[src/rtl/pipelined_cla_add_sub_if.sv]
// Operand/result handshake bundle for the pipelined CLA adder-subtractor.
// The master side sources operations and sinks results; the slave side is the datapath.
interface pipelined_cla_add_sub_if #(
  parameter int M = 32
);
  logic         in_valid;
  logic         in_ready;
  logic         sub;
  logic         cin;
  logic [M-1:0] x;
  logic [M-1:0] y;
  logic         out_valid;
  logic         out_ready;
  logic [M-1:0] out;
  logic         cout;
  logic         v;
  logic         zero;
  logic         neg;

  modport master (
    output in_valid, sub, cin, x, y, out_ready,
    input  in_ready, out_valid, out, cout, v, zero, neg
  );

  modport slave (
    input  in_valid, sub, cin, x, y, out_ready,
    output in_ready, out_valid, out, cout, v, zero, neg
  );
endinterface

[src/rtl/pipelined_cla_add_sub.sv]
// Pipelined add/subtract: one BLK-bit carry-look-ahead segment per stage, with the
// inter-segment carry registered and operands/results skewed so one op completes per cycle.
module pipelined_cla_add_sub #(
  parameter int M   = 32,
  parameter int BLK = 8
) (
  input  logic                   clk,
  input  logic                   rst,
  pipelined_cla_add_sub_if.slave bus
);
  localparam int NSEG = M / BLK;
  localparam int NGRP = BLK / 4;
  localparam int LAST = NSEG - 1;

  if ((BLK < 4) || ((BLK % 4) != 0) || ((M % BLK) != 0)) begin : g_badParams
    $error("pipelined_cla_add_sub: M must be a multiple of BLK and BLK a multiple of 4");
  end

  // Returns {carry out, sum}; group G/P feed a look-ahead across groups, bits inside a group use look-ahead too.
  function automatic logic [BLK:0] claSegment(input logic [BLK-1:0] a, input logic [BLK-1:0] b,
                                              input logic cIn);
    logic [BLK-1:0]  p;
    logic [BLK-1:0]  g;
    logic [BLK-1:0]  c;
    logic [NGRP-1:0] gg;
    logic [NGRP-1:0] gp;
    logic [NGRP:0]   gc;
    logic            term;
    p = a ^ b;
    g = a & b;
    for (int k = 0; k < NGRP; k++) begin
      gp[k] = &p[4*k +: 4];
      gg[k] = g[4*k+3] | (p[4*k+3] & g[4*k+2]) | (p[4*k+3] & p[4*k+2] & g[4*k+1]) |
              (p[4*k+3] & p[4*k+2] & p[4*k+1] & g[4*k]);
    end
    for (int k = 0; k <= NGRP; k++) begin
      gc[k] = cIn;
      for (int j = 0; j < k; j++) gc[k] = gc[k] & gp[j];
      for (int j = 0; j < k; j++) begin
        term = gg[j];
        for (int m = j + 1; m < k; m++) term = term & gp[m];
        gc[k] = gc[k] | term;
      end
    end
    for (int k = 0; k < NGRP; k++) begin
      for (int i = 0; i < 4; i++) begin
        c[4*k+i] = gc[k];
        for (int m = 0; m < i; m++) c[4*k+i] = c[4*k+i] & p[4*k+m];
        for (int j = 0; j < i; j++) begin
          term = g[4*k+j];
          for (int m = j + 1; m < i; m++) term = term & p[4*k+m];
          c[4*k+i] = c[4*k+i] | term;
        end
      end
    end
    return {gc[NGRP], p ^ c};
  endfunction

  logic         w_en;
  logic         w_c0;
  logic [M-1:0] w_yn;
  logic [M-1:0] w_out;

  assign w_yn = bus.y ^ {M{bus.sub}};
  assign w_c0 = bus.cin ^ bus.sub;

  for (genvar k = 0; k < NSEG; k++) begin : g_seg
    logic [BLK-1:0] w_a;
    logic [BLK-1:0] w_b;
    logic           w_cIn;
    logic           w_prevZero;
    logic           w_prevSub;
    logic           w_prevValid;
    logic [BLK:0]   w_cla;
    logic           r_valid;
    logic           r_carry;
    logic           r_zero;
    logic           r_sub;
    logic [BLK-1:0] r_res [NSEG-k];

    if (k == 0) begin : g_first
      assign w_a         = bus.x[BLK-1:0];
      assign w_b         = w_yn[BLK-1:0];
      assign w_cIn       = w_c0;
      assign w_prevZero  = 1'b1;
      assign w_prevSub   = bus.sub;
      assign w_prevValid = bus.in_valid;
    end else begin : g_skew
      logic [BLK-1:0] r_xDly  [k];
      logic [BLK-1:0] r_ynDly [k];

      // Segment k operands wait k cycles so they meet the carry arriving from stage k-1.
      always_ff @(posedge clk) begin
        if (rst) begin
          for (int i = 0; i < k; i++) begin
            r_xDly[i]  <= '0;
            r_ynDly[i] <= '0;
          end
        end else if (w_en) begin
          r_xDly[0]  <= bus.x[k*BLK +: BLK];
          r_ynDly[0] <= w_yn[k*BLK +: BLK];
          for (int i = 1; i < k; i++) begin
            r_xDly[i]  <= r_xDly[i-1];
            r_ynDly[i] <= r_ynDly[i-1];
          end
        end
      end

      assign w_a         = r_xDly[k-1];
      assign w_b         = r_ynDly[k-1];
      assign w_cIn       = g_seg[k-1].r_carry;
      assign w_prevZero  = g_seg[k-1].r_zero;
      assign w_prevSub   = g_seg[k-1].r_sub;
      assign w_prevValid = g_seg[k-1].r_valid;
    end

    assign w_cla = claSegment(w_a, w_b, w_cIn);

    // r_res[0] is the stage register; the remaining entries de-skew toward the output.
    always_ff @(posedge clk) begin
      if (rst) begin
        r_valid <= 1'b0;
        r_carry <= 1'b0;
        r_zero  <= 1'b0;
        r_sub   <= 1'b0;
        for (int i = 0; i < NSEG - k; i++) r_res[i] <= '0;
      end else if (w_en) begin
        r_valid  <= w_prevValid;
        r_carry  <= w_cla[BLK];
        r_zero   <= w_prevZero & ~|w_cla[BLK-1:0];
        r_sub    <= w_prevSub;
        r_res[0] <= w_cla[BLK-1:0];
        for (int i = 1; i < NSEG - k; i++) r_res[i] <= r_res[i-1];
      end
    end

    assign w_out[k*BLK +: BLK] = r_res[NSEG-k-1];

    if (k == LAST) begin : g_last
      logic r_carryMsb;

      // The carry into the MSB is recovered from sum ^ a ^ b at the top bit.
      always_ff @(posedge clk) begin
        if (rst) begin
          r_carryMsb <= 1'b0;
        end else if (w_en) begin
          r_carryMsb <= w_cla[BLK-1] ^ w_a[BLK-1] ^ w_b[BLK-1];
        end
      end
    end
  end

  assign w_en          = bus.out_ready | ~g_seg[LAST].r_valid;
  assign bus.in_ready  = w_en;
  assign bus.out_valid = g_seg[LAST].r_valid;
  assign bus.out       = w_out;
  assign bus.cout      = g_seg[LAST].r_carry ^ g_seg[LAST].r_sub;
  assign bus.v         = g_seg[LAST].r_carry ^ g_seg[LAST].g_last.r_carryMsb;
  assign bus.zero      = g_seg[LAST].r_zero;
  assign bus.neg       = w_out[M-1];
endmodule

[src/flat_wrapper.sv]
// flat-port wrapper written by rule: the top's interface ports become plain ports
module pipelined_cla_add_sub_flat 
#(
  parameter int M   = 32,
  parameter int BLK = 8
)
  (clk, rst, bus_in_valid, bus_sub, bus_cin, bus_x, bus_y, bus_out_ready, bus_in_ready, bus_out_valid, bus_out, bus_cout, bus_v, bus_zero, bus_neg);
  pipelined_cla_add_sub_if #(.M(M)) bus_i ();
  input  logic clk;
  input  logic rst;
  input wire logic [$bits(bus_i.in_valid)-1:0] bus_in_valid;
  input wire logic [$bits(bus_i.sub)-1:0] bus_sub;
  input wire logic [$bits(bus_i.cin)-1:0] bus_cin;
  input wire logic [$bits(bus_i.x)-1:0] bus_x;
  input wire logic [$bits(bus_i.y)-1:0] bus_y;
  input wire logic [$bits(bus_i.out_ready)-1:0] bus_out_ready;
  output wire logic [$bits(bus_i.in_ready)-1:0] bus_in_ready;
  output wire logic [$bits(bus_i.out_valid)-1:0] bus_out_valid;
  output wire logic [$bits(bus_i.out)-1:0] bus_out;
  output wire logic [$bits(bus_i.cout)-1:0] bus_cout;
  output wire logic [$bits(bus_i.v)-1:0] bus_v;
  output wire logic [$bits(bus_i.zero)-1:0] bus_zero;
  output wire logic [$bits(bus_i.neg)-1:0] bus_neg;
  assign bus_i.in_valid = bus_in_valid;
  assign bus_i.sub = bus_sub;
  assign bus_i.cin = bus_cin;
  assign bus_i.x = bus_x;
  assign bus_i.y = bus_y;
  assign bus_i.out_ready = bus_out_ready;
  assign bus_in_ready = bus_i.in_ready;
  assign bus_out_valid = bus_i.out_valid;
  assign bus_out = bus_i.out;
  assign bus_cout = bus_i.cout;
  assign bus_v = bus_i.v;
  assign bus_zero = bus_i.zero;
  assign bus_neg = bus_i.neg;
  pipelined_cla_add_sub #(.M(M), .BLK(BLK)) u_core (.clk(clk), .rst(rst), .bus(bus_i));
endmodule
[config.mk]
export PLATFORM = sky130hd
export DESIGN_NAME = pipelined_cla_add_sub_flat
export DESIGN_NICKNAME = d
export VERILOG_FILES = /design/src/rtl/pipelined_cla_add_sub_if.sv /design/src/rtl/pipelined_cla_add_sub.sv /design/src/flat_wrapper.sv
export SDC_FILE = /design/constraint.sdc
export NUM_CORES = 1
export LEC_CHECK = 0
export ABC_AREA = 1
export ABC_CLOCK_PERIOD_IN_PS = 5170
export CELL_PAD_IN_SITES_DETAIL_PLACEMENT = 0
export CELL_PAD_IN_SITES_GLOBAL_PLACEMENT = 1
export CORE_MARGIN = 4
export CORE_UTILIZATION = 40
export DETAILED_ROUTE_END_ITERATION = 8
export HOLD_SLACK_MARGIN = 0.05
export PLACE_DENSITY = 0.76
export SLEW_MARGIN = 40
export SYNTH_ARGS = -nofsm -noshare
export SYNTH_HDL_FRONTEND = slang
export SYNTH_SLANG_ARGS = --single-unit
[constraint.sdc]
create_clock -name clk -period 5.17 [get_ports clk]
set_input_delay 1.034 -clock clk [delete_from_list [all_inputs] [get_ports clk]]
set_output_delay 1.034 -clock clk [all_outputs]
set_load 0.03 [all_outputs]
======== Word level (Yosys, flattened, before mapping) ========
Memories as Yosys holds them, arrays and structs flattened.
Cells that the tools add are included.
storage, ports and cells
  input bits .............................. 70
  RAM bits ................................ 176
  flip-flop bits (word level) ............. 17
  output and inout bits ................... 38
  memories ................................ 10
memories
  memory                          depth  bits a word  read ports  clocked after memory_dff  write ports  line                         source
  u_core.g_seg[0].r_res           4      8            4           0                         4            pipelined_cla_add_sub.sv:79  logic [BLK-1:0] r_res [NSEG-k];
  u_core.g_seg[1].r_res           3      8            3           0                         3            pipelined_cla_add_sub.sv:79
  u_core.g_seg[3].g_skew.r_xDly   3      8            3           0                         3            pipelined_cla_add_sub.sv:89  logic [BLK-1:0] r_xDly [k];
  u_core.g_seg[3].g_skew.r_ynDly  3      8            3           0                         3            pipelined_cla_add_sub.sv:90  logic [BLK-1:0] r_ynDly [k];
  u_core.g_seg[2].g_skew.r_xDly   2      8            2           0                         2            pipelined_cla_add_sub.sv:89
  u_core.g_seg[2].g_skew.r_ynDly  2      8            2           0                         2            pipelined_cla_add_sub.sv:90
  4 more memories                 -      -            -           -                         -            -
cells by class
  bitwise gates (word level) .............. 226
  multiplexer cells ....................... 30
  reduce and logical (&&, ||, !) cells .... 19
operators with widths
  cell              count
  $mux 8            22
  $or 1x1->1        104
  $and 1x1->1       103
  $xor 8x8->8       8
  $reduce_or 8->1   7
  $and 8x8->8       4
  $reduce_and 4->1  8
  $xor 32x32->32    1
  $mux 1            8
  $xor 1x1->1       5
  $logic_not 1->1   4
  $not 1->1         1

======== Logic depth before layout (Yosys ltp) ========
Gate-level depths: netlist of the first run.
An unclocked memory read counts as a cell.
  depth after elaboration ................. 17
  gate-level depth with buffers ........... 19
  depth with buffers taken out ............ 17

======== Worst setup path before layout of the first run ========
Ideal clock, no wire load.
  path kind ............................... input -> register
  from .................................... in bus_out_ready
  to ...................................... mem u_core.g_seg[0].r_res[0][0], enable pin
  arrival time ............................ 4913 ps
  cell stages on the path ................. 4
  library setup time ...................... 532 ps
  path buffers ............................ 0
  required time ........................... 4638 ps
  path slack .............................. -275 ps
  cells stage by stage .................... inv_2 > nand2_1 > nor2_1 > inv_1
RTL lines
  item             line                         source
  start, declared  flat_wrapper.sv:16           input wire logic [$bits(bus_i.out_ready)-1:0] bus_out_ready;
  end, declared    pipelined_cla_add_sub.sv:79

======== Worst setup path in the final report of the first run ========
  from .................................... in bus_out_ready
  to ...................................... out bus_in_ready
on the way
  cells in the longest elaborated chain, start to end .. 1
ends and longest elaborated chain
  item           line                          source
  $or 1x1->1     pipelined_cla_add_sub.sv:153  assign w_en = bus.out_ready | ~g_seg[LAST].r_valid;
  end, declared  flat_wrapper.sv:17            output wire logic [$bits(bus_i.in_ready)-1:0] bus_in_ready;
Every way passes these cells.

==> impl_metrics.toml, run 1 <==
[grt]
grt_usage_pct = 12.3
grt_overflow = 0
grt_start_max_net_pins = 134
grt_antenna_before_repair = 0
grt_pass1_wl_mm = 25.6
grt_pass1_vias = 5412

[sta]
rsz0062_at_grt = "no"
drv_slew = 0
max_slew_margin_pct = 52.2
finalHoldViolCount = 0
tightest_slew_ps = 716
final.setup.tns_ps = 0
finalSetupViolCount = 0
fmax_ghz = 0.292
period_share_pct = 66.2
hold_slack_ps = 459
period_minus_slack_ps = 3420
finalClockSkew_ps = 11.4

[die]
die_y_um = 160
core_um2 = 22700
start_util_pct = 40.9
die_w_um = 160
ios = 108
rows = 55
dieArea_um2 = 25700

[cts]
insertion_delay_ps = 420
cts.sinks = 193
cts_tree = "done"
cts_hold_buffers = 0
htree_levels = 4
cts.reportedPaths.clkPinSlew_ps = 70
cts_made_buffers = 17
cts_max_path_buffers = 2
cts-root-buf = "clkbuf_16"
post-cts-setup-buffers = 0
postCtsResizedCells = 0

[yosys]
ys_types = 25
postSynthNetCount = 1030
synth.most_common_cell = "nor2_1"
syn_area_per_cell_um2 = 10.2
synth_top_area_share_pct = 57.0
synth_ff_type = "edfxtp_1"
synth.cell_area_um2 = 9280
synth-edff-count = 176
ys_seq_area_share_pct = 60.6
ys_seq_elements = 193
yosys-top-cells-area = "edfxtp_1, nor2_1, inv_1"
synth_largest_area_cell = "edfxtp_1"
ys_warn_count = 0
synth_common_cells = "nor2_1, inv_1, edfxtp_1"
synth_cells = 912
async_flop_share_pct = 0

[layout]
fin_area_um2 = 11200
antenna-diode-count = 0
final_core_util_pct = 49.1
final_nets = 1120
synthToLayoutAreaGrowth_pct = 20.3
drive_gt1_share_pct = 4.43

[power_and_ir_drop]
power_density_nw_per_um2 = 326
power.total_mw = 3.64
cellLeakagePower_nw = 4.94
ir_drop_mv = 0.193

[drt]
antenna_left = 0
vias_per_cell = 4.31
via_count = 5602
route.detailed.drc = 0
routedWlPerCell_um = 11.7
drt_iter0_markers = 222
first_pass_iters = 7
routed_wl_mm = 15.2

[worst_hold_path]
holdPathEnd = "u_core.bus.out_valid"
holdPathStages = 2
hold_path.class = "reg2reg"
worstHoldStart = "u_core.g_seg[2].r_valid"

[critical_path]
crit_arrival_ps = 2390
max_stage_delay_ps = 700
worstPathCellList = "clkdlybuf4s50_1 > inv_2 > nand2_1 > clkdlybuf4s50_1"
crit_family = "buffers and inverters"
r2r-start = "u_core.g_seg[3].g_skew.r_ynDly[0][19]"
reg2reg_slack_ps = 2860
critPathLaunch = "bus_out_ready"
critPathBufInv = 3
end_kind = "output pin"
path_common_cell = "clkdlybuf4s50_1"
ff2ff_path_depth = 15
cp_max_fo = 4
crit_slowest_cell = "clkdlybuf4s50_1"
cp.required_ps = 4140
critPathLaunchType = "input port"
crit_cells = 4
path_class = "in2out"
r2r-end = "u_core.bus.zero"

[flow_run]
max_cap_viol_count = 0

[placed_design]
hpwl_mm = 10.4
io_buffers = 107
gp_congestion = 0.795
place_area_um2 = 10500

[outcome]
status = "finished clean"
[worst max-delay path by stage]
stage,end,slack (ps)
after CTS,bus_in_ready,1750
after global placement,u_core.g_seg[2].g_skew.r_xDly[0][6],1600
after floorplan,u_core.g_seg[0].r_res[0][0],470
after detailed placement,u_core.g_seg[2].g_skew.r_xDly[0][7],1530
final,bus_in_ready,1750
after global routing,u_core.g_seg[0].r_zero,1660
[kinds of logic after synthesis]
group / count (synthesis) / synth area share [%]
xor gates and xnor gates: 41 / 3.95
AOI/OAI and AO/OA: 23 / 1.66
adders and majority gates: 48 / 7.12
DFF: 193 / 60.6
buffers and inverters: 232 / 10.6
and+or+nand+nor: 375 / 16.1
[tightest hold or removal path: stages, from the launching register on]
cell and delay, ps:
dfxtp_1 300, inv_1 60, a21oi_1 60
[cell usage in the layout, fill, tap and decap left out, drive strengths merged, types with 2 or more instances in the layout]
master,synthesis,routed
xnor2,28,28
clkinv,0,4
nand3,32,32
fa,8,8
o21ai,5,5
nor2,202,202
clkbuf,0,18
bufinv,0,2
xor2,13,13
nand3b,3,3
clkdlybuf4s50,0,106
o21bai,6,6
a21oi,6,6
nand2,125,125
inv,190,195
nand4,13,13
dfxtp,17,17
o22ai,4,4
edfxtp,176,176
buf,42,7
ha,40,40
clkinvlp,0,3
[per-layer routing]
layer	track usage (%)	vias to the layer above	wire length (um)
met4	4.50	0	291
li1	-	3009	-
met1	15.6	2485	6890
met3	2.51	16	488
met5	0	-	0
met2	20.9	92	7570
[per-stage QoR]
step                setup slack [ps]  std cells
global placement                1600       1267
finish                          1750       1300
global route                    1660       1300
detailed placement              1530       1267
CTS                             1750       1299
floorplan                        466        912
[flip-flops by register name, indices dropped and copies added, names as in the netlist]
signal                          cells
u_core.g_seg.r_valid                3
u_core.g_seg.r_res                 80
u_core.g_seg.g_last.r_carryMsb      1
u_core.g_seg.g_skew.r_xDly         48
u_core.bus.zero                     1
u_core.bus.out_valid                1
u_core.g_seg.g_skew.r_ynDly        48
u_core.g_seg.r_carry                4
u_core.g_seg.r_zero                 3
u_core.g_seg.r_sub                  4
[power breakdown]
part           switching [mW]  internal [mW]
combinational           0.243          0.189
sequential             0.0360           1.82
clock                   0.607          0.744
total                   0.886           2.75
[cell type report]
class                           count  area (um^2)
Inverter                          190          724
Timing Repair Buffer              113         1170
Tap cell                          285          357
Fill cell                        2110        11500
Clock inverter                     14          170
Clock buffer                       18          439
Sequential cell                   193         5630
Multi-Input combinational cell    487         2680
No activity file was read; power rests on OpenSTA's default activity.
==> inputs of run 2 (changes only) <==
--- a/config.mk
+++ b/config.mk
@@ -6,7 +6,7 @@
 export NUM_CORES = 1
 export LEC_CHECK = 0
 export ABC_AREA = 1
-export ABC_CLOCK_PERIOD_IN_PS = 5170
+export ABC_CLOCK_PERIOD_IN_PS = 2900
 export CELL_PAD_IN_SITES_DETAIL_PLACEMENT = 0
 export CELL_PAD_IN_SITES_GLOBAL_PLACEMENT = 1
 export CORE_MARGIN = 4
==> constraint.sdc (replaced) <==
create_clock -name clk -period 2.9 [get_ports clk]
set_input_delay 0.58 -clock clk [delete_from_list [all_inputs] [get_ports clk]]
set_output_delay 0.58 -clock clk [all_outputs]
set_load 0.03 [all_outputs]
==> impl_metrics.toml, run 2 (synthesized netlist as in run 1, its figures left out) <==
[outcome]
status = "finished clean"

[power_and_ir_drop]
cellLeakagePower_nw = 5.00
power_density_nw_per_um2 = 573
ir_drop_mv = 0.400

[critical_path]
cp.required_ps = 2320
end_kind = "output pin"
crit_slowest_cell = "clkdlybuf4s50_1"
path_common_cell = "clkdlybuf4s50_1"
cp_max_fo = 4
crit_arrival_ps = 2060
path_class = "in2out"
max_stage_delay_ps = 680
critPathLaunchType = "input port"
worstPathCellList = "clkdlybuf4s50_1 > inv_16 > nand2_8 > clkdlybuf4s50_1"

[cts]
post-cts-setup-buffers = 0
cts_max_path_buffers = 2
cts_tree = "done"
htree_levels = 4
cts_made_buffers = 17
insertion_delay_ps = 430
cts-root-buf = "clkbuf_16"
cts.reportedPaths.clkPinSlew_ps = 80
cts_hold_buffers = 0
cts.sinks = 193

[sta]
finalHoldViolCount = 0
period_share_pct = 91.1
hold_slack_ps = 448
tightest_slew_ps = 497
rsz0062_at_grt = "no"
finalSetupViolCount = 0
fmax_ghz = 0.379
max_slew_margin_pct = 66.9
final.setup.tns_ps = 0
finalClockSkew_ps = 9.89
period_minus_slack_ps = 2640
drv_slew = 0

[grt]
grt_pass1_wl_mm = 26.4
grtUsageMet1_pct = 15.4
grt_overflow = 0
grt_start_max_net_pins = 81
grt_usage_pct = 12.7
grt_use_met2_pct = 22.5
grt_util_met3_pct = 2.54
grt_pass1_vias = 5652
grt.busiest_layer = "met2"
grt_antenna_before_repair = 0

[die]
start_util_pct = 40.9
ios = 108
rows = 55
die_w_um = 160
dieArea_um2 = 25700
die_y_um = 160
core_um2 = 22700

[layout]
final_core_util_pct = 49.7
fin_area_um2 = 11300
regMostFlops = "u_core.g_seg.r_res"
final_nets = 1133
drive_gt1_share_pct = 6.23
synthToLayoutAreaGrowth_pct = 21.6
final_cells = 1313
largest_register_ffs = 80
fillers = 2117
antenna-diode-count = 0
mostFrequentLayoutCells = "nor2_1, inv_1, edfxtp_1"
final_common_cell = "nor2_1"
largest_registers = "u_core.g_seg.r_res x80, u_core.g_seg.g_skew.r_xDly x48, u_core.g_seg.g_skew.r_ynDly x48"

[placed_design]
hpwl_mm = 10.7
place_area_um2 = 10700
io_buffers = 107
placed_cells = 1281
gp_congestion = 0.781

[flow_run]
max_cap_viol_count = 0

[drt]
first_pass_iters = 4
routed_wl_mm = 15.7
vias_per_cell = 4.40
via_count = 5781
route.detailed.drc = 0
routedWlPerCell_um = 11.9
antenna_left = 0
drt_iter0_markers = 238

[worst_hold_path]
hold_path.class = "reg2reg"
==> run 2: where the power goes <==
part / internal [mW] / switching, mW / total, mW / leakage (nW)
Sequential: 3.24 / 0.0635 / 3.30 / 2.23
Combinational: 0.362 / 0.449 / 0.811 / 2.48
Clock: 1.23 / 1.12 / 2.35 / 0.291
==> run 2: area by class of cell <==
cell class	instances	area [um^2]	area share, %
Sequential cell	193	5630	49.9
Multi-Input combinational cell	487	2720	24.1
Timing Repair Buffer	126	1250	11.0
Inverter	190	738	6.54
Clock buffer	17	425	3.77
Tap cell	285	357	3.16
Clock inverter	15	175	1.55
==> run 2: what timing repair did <==
action / 4_1_cts / 5_1_grt
endpoints found under the hold margin: 0 / 0
gates resized for setup: 0 / 5
endpoints found under the setup margin: 0 / 1
==> run 2: metrics by stage <==
step	setup slack, ps	power, mW
after floorplan	-998	3.89
after global placement	-166	4.16
after detailed placement	-216	4.18
after CTS	224	6.54
after global routing	20.1	6.78
final	259	6.46
==> run 2: routing by layer <==
layer	share of wire [%]	routed length (um)
met5	0	0
met4	1.6	244
met2	52	8100
met1	44	6900
met3	2.8	435
==> run 2: worst paths after layout <==
kind | from | endpoint | slack, ps | depth (start not counted)
setup / recovery | bus_out_ready | bus_in_ready | 260 | 4
hold / removal | u_core.g_seg[2].r_valid | u_core.bus.out_valid | 450 | 2
setup reg to reg | u_core.g_seg[3].g_skew.r_ynDly[0][19] | u_core.bus.zero | 490 | 15
hold reg to reg | u_core.g_seg[2].r_valid | u_core.bus.out_valid | 450 | 2
==> run 2: critical path, delay by kind of cell <==
| kind | cells | cell delay [ps] |
|---|---|---|
| buffers and inverters | 3 | 1400 |
| and+or+nand+nor | 1 | 80 |
==> inputs of run 3 (changes only) <==
--- a/config.mk
+++ b/config.mk
@@ -9,7 +9,7 @@
 export ABC_CLOCK_PERIOD_IN_PS = 2900
 export CELL_PAD_IN_SITES_DETAIL_PLACEMENT = 0
 export CELL_PAD_IN_SITES_GLOBAL_PLACEMENT = 1
-export CORE_MARGIN = 4
+export CORE_MARGIN = 3
 export CORE_UTILIZATION = 40
 export DETAILED_ROUTE_END_ITERATION = 8
 export HOLD_SLACK_MARGIN = 0.05
==> impl_metrics.toml, run 3 (synthesized netlist as in run 1, its figures left out) <==
[layout]
antenna-diode-count = 0
largest_register_ffs = 80
drive_gt1_share_pct = 6.40
final_nets = 1137
regMostFlops = "u_core.g_seg.r_res"
final_common_cell = "nor2_1"
synthToLayoutAreaGrowth_pct = 22.4
mostFrequentLayoutCells = "nor2_1, inv_1, edfxtp_1"
final_core_util_pct = 50.0
largest_registers = "u_core.g_seg.r_res x80, u_core.g_seg.g_skew.r_xDly x48, u_core.g_seg.g_skew.r_ynDly x48"

[drt]
dr_wl_met2_mm = 8.03
routed_wl_mm = 15.6
via_count = 5751
routedWlPerCell_um = 11.9
route.detailed.drc = 0
vias_per_cell = 4.37
drt_iter0_markers = 284
antenna_left = 0
top_layer_used = "met4"
first_pass_iters = 4
dr_wl_met3_um = 449
wl_met1_mm = 6.95

[cts]
cts_max_path_buffers = 2
cts.reportedPaths.clkPinSlew_ps = 70
cts_tree = "done"
post-cts-setup-buffers = 0
cts-root-buf = "clkbuf_16"
cts_made_buffers = 17
cts.sinks = 193
htree_levels = 4
insertion_delay_ps = 430

[critical_path]
path_class = "in2out"
critPathLaunchType = "input port"
cp_max_fo = 4
cp.required_ps = 2320
end_kind = "output pin"
crit_arrival_ps = 2050

[grt]
grt_overflow = 0
grt_pass1_vias = 5574
grt_pass1_wl_mm = 25.9
grt_usage_pct = 13.2
grt_start_max_net_pins = 103
grt_antenna_before_repair = 0

[sta]
drv_slew = 0
fmax_ghz = 0.380
finalClockSkew_ps = 11.1
period_share_pct = 90.7
period_minus_slack_ps = 2630
max_slew_margin_pct = 66.5
tightest_slew_ps = 503
finalSetupViolCount = 0
final.setup.tns_ps = 0
finalHoldViolCount = 0
fin_ws_ps = 270

[power_and_ir_drop]
ir_drop_mv = 0.342
power.total_mw = 6.46
cellLeakagePower_nw = 5.03
power_density_nw_per_um2 = 569

[die]
core_um2 = 22700
start_util_pct = 40.9
die_y_um = 158
dieArea_um2 = 25100
rows = 55
ios = 108
die_w_um = 158

[placed_design]
io_buffers = 107
hpwl_mm = 11.0
dpl_worst_slack_ps = -198
gp_congestion = 0.781

[worst_hold_path]
hold_path.class = "reg2reg"

[flow_run]
max_cap_viol_count = 0

[outcome]
status = "finished clean"
run 3: cell types whose count changed in the layout (fill, tap and decap cells not counted), sizes merged:
cell	delta
buf	+4
clkinv	-3
clkinvlp	+1
inv	+2
run 3: metrics by stage:
stage | hold slack, ps | std cells | cell area [um^2]
4_1_cts | 467 | 1317 | 11400
3_5_place_dp | 455 | 1285 | 10800
3_3_place_gp | 441 | 1285 | 10800
6_report | 459 | 1317 | 11400
5_1_grt | 473 | 1317 | 11400
2_1_floorplan | 422 | 912 | 9330
run 3: where the power goes:
group / switching, mW / internal (mW)
clock network: 1.12 / 1.23
registers: 0.0645 / 3.24
logic: 0.449 / 0.361
total: 1.63 / 4.83
run 3: layer usage:
metal | up-vias | track usage, %
met5 | - | 0
met4 | 0 | 4.06
met3 | 13 | 3.37
met1 | 2599 | 15.9
met2 | 87 | 23.4
li1 | 3052 | -
run 3: final cells by class:
type / instances / area (um^2)
inverter: 190 / 738
fill: 2053 / 11300
sequential: 193 / 5630
multi-input combinational: 487 / 2700
clock inverter: 15 / 171
timing repair buffer: 130 / 1340
tap: 285 / 357
clock buffer: 17 / 425
run 3: critical path: stages:
cell and delay (ps):
clkdlybuf4s50_1 670, inv_16 50, nand2_8 80, clkdlybuf4s50_1 670
run 3: worst paths after layout:
kind | start | to | slack, ps | cells past startpoint
setup / recovery | bus_out_ready | bus_in_ready | 270 | 4
hold / removal | u_core.bus.zero | u_core.bus.zero | 460 | 2
setup reg to reg | u_core.g_seg[3].g_skew.r_ynDly[0][19] | u_core.bus.zero | 430 | 15
hold reg to reg | u_core.bus.zero | u_core.bus.zero | 460 | 2
run 3: timing repair:
| action | 4_1_cts | 5_1_grt |
|---|---|---|
| endpoints found under the setup margin | 0 | 1 |
| hold buffers | 0 | 0 |
| gates resized for setup | 0 | 2 |
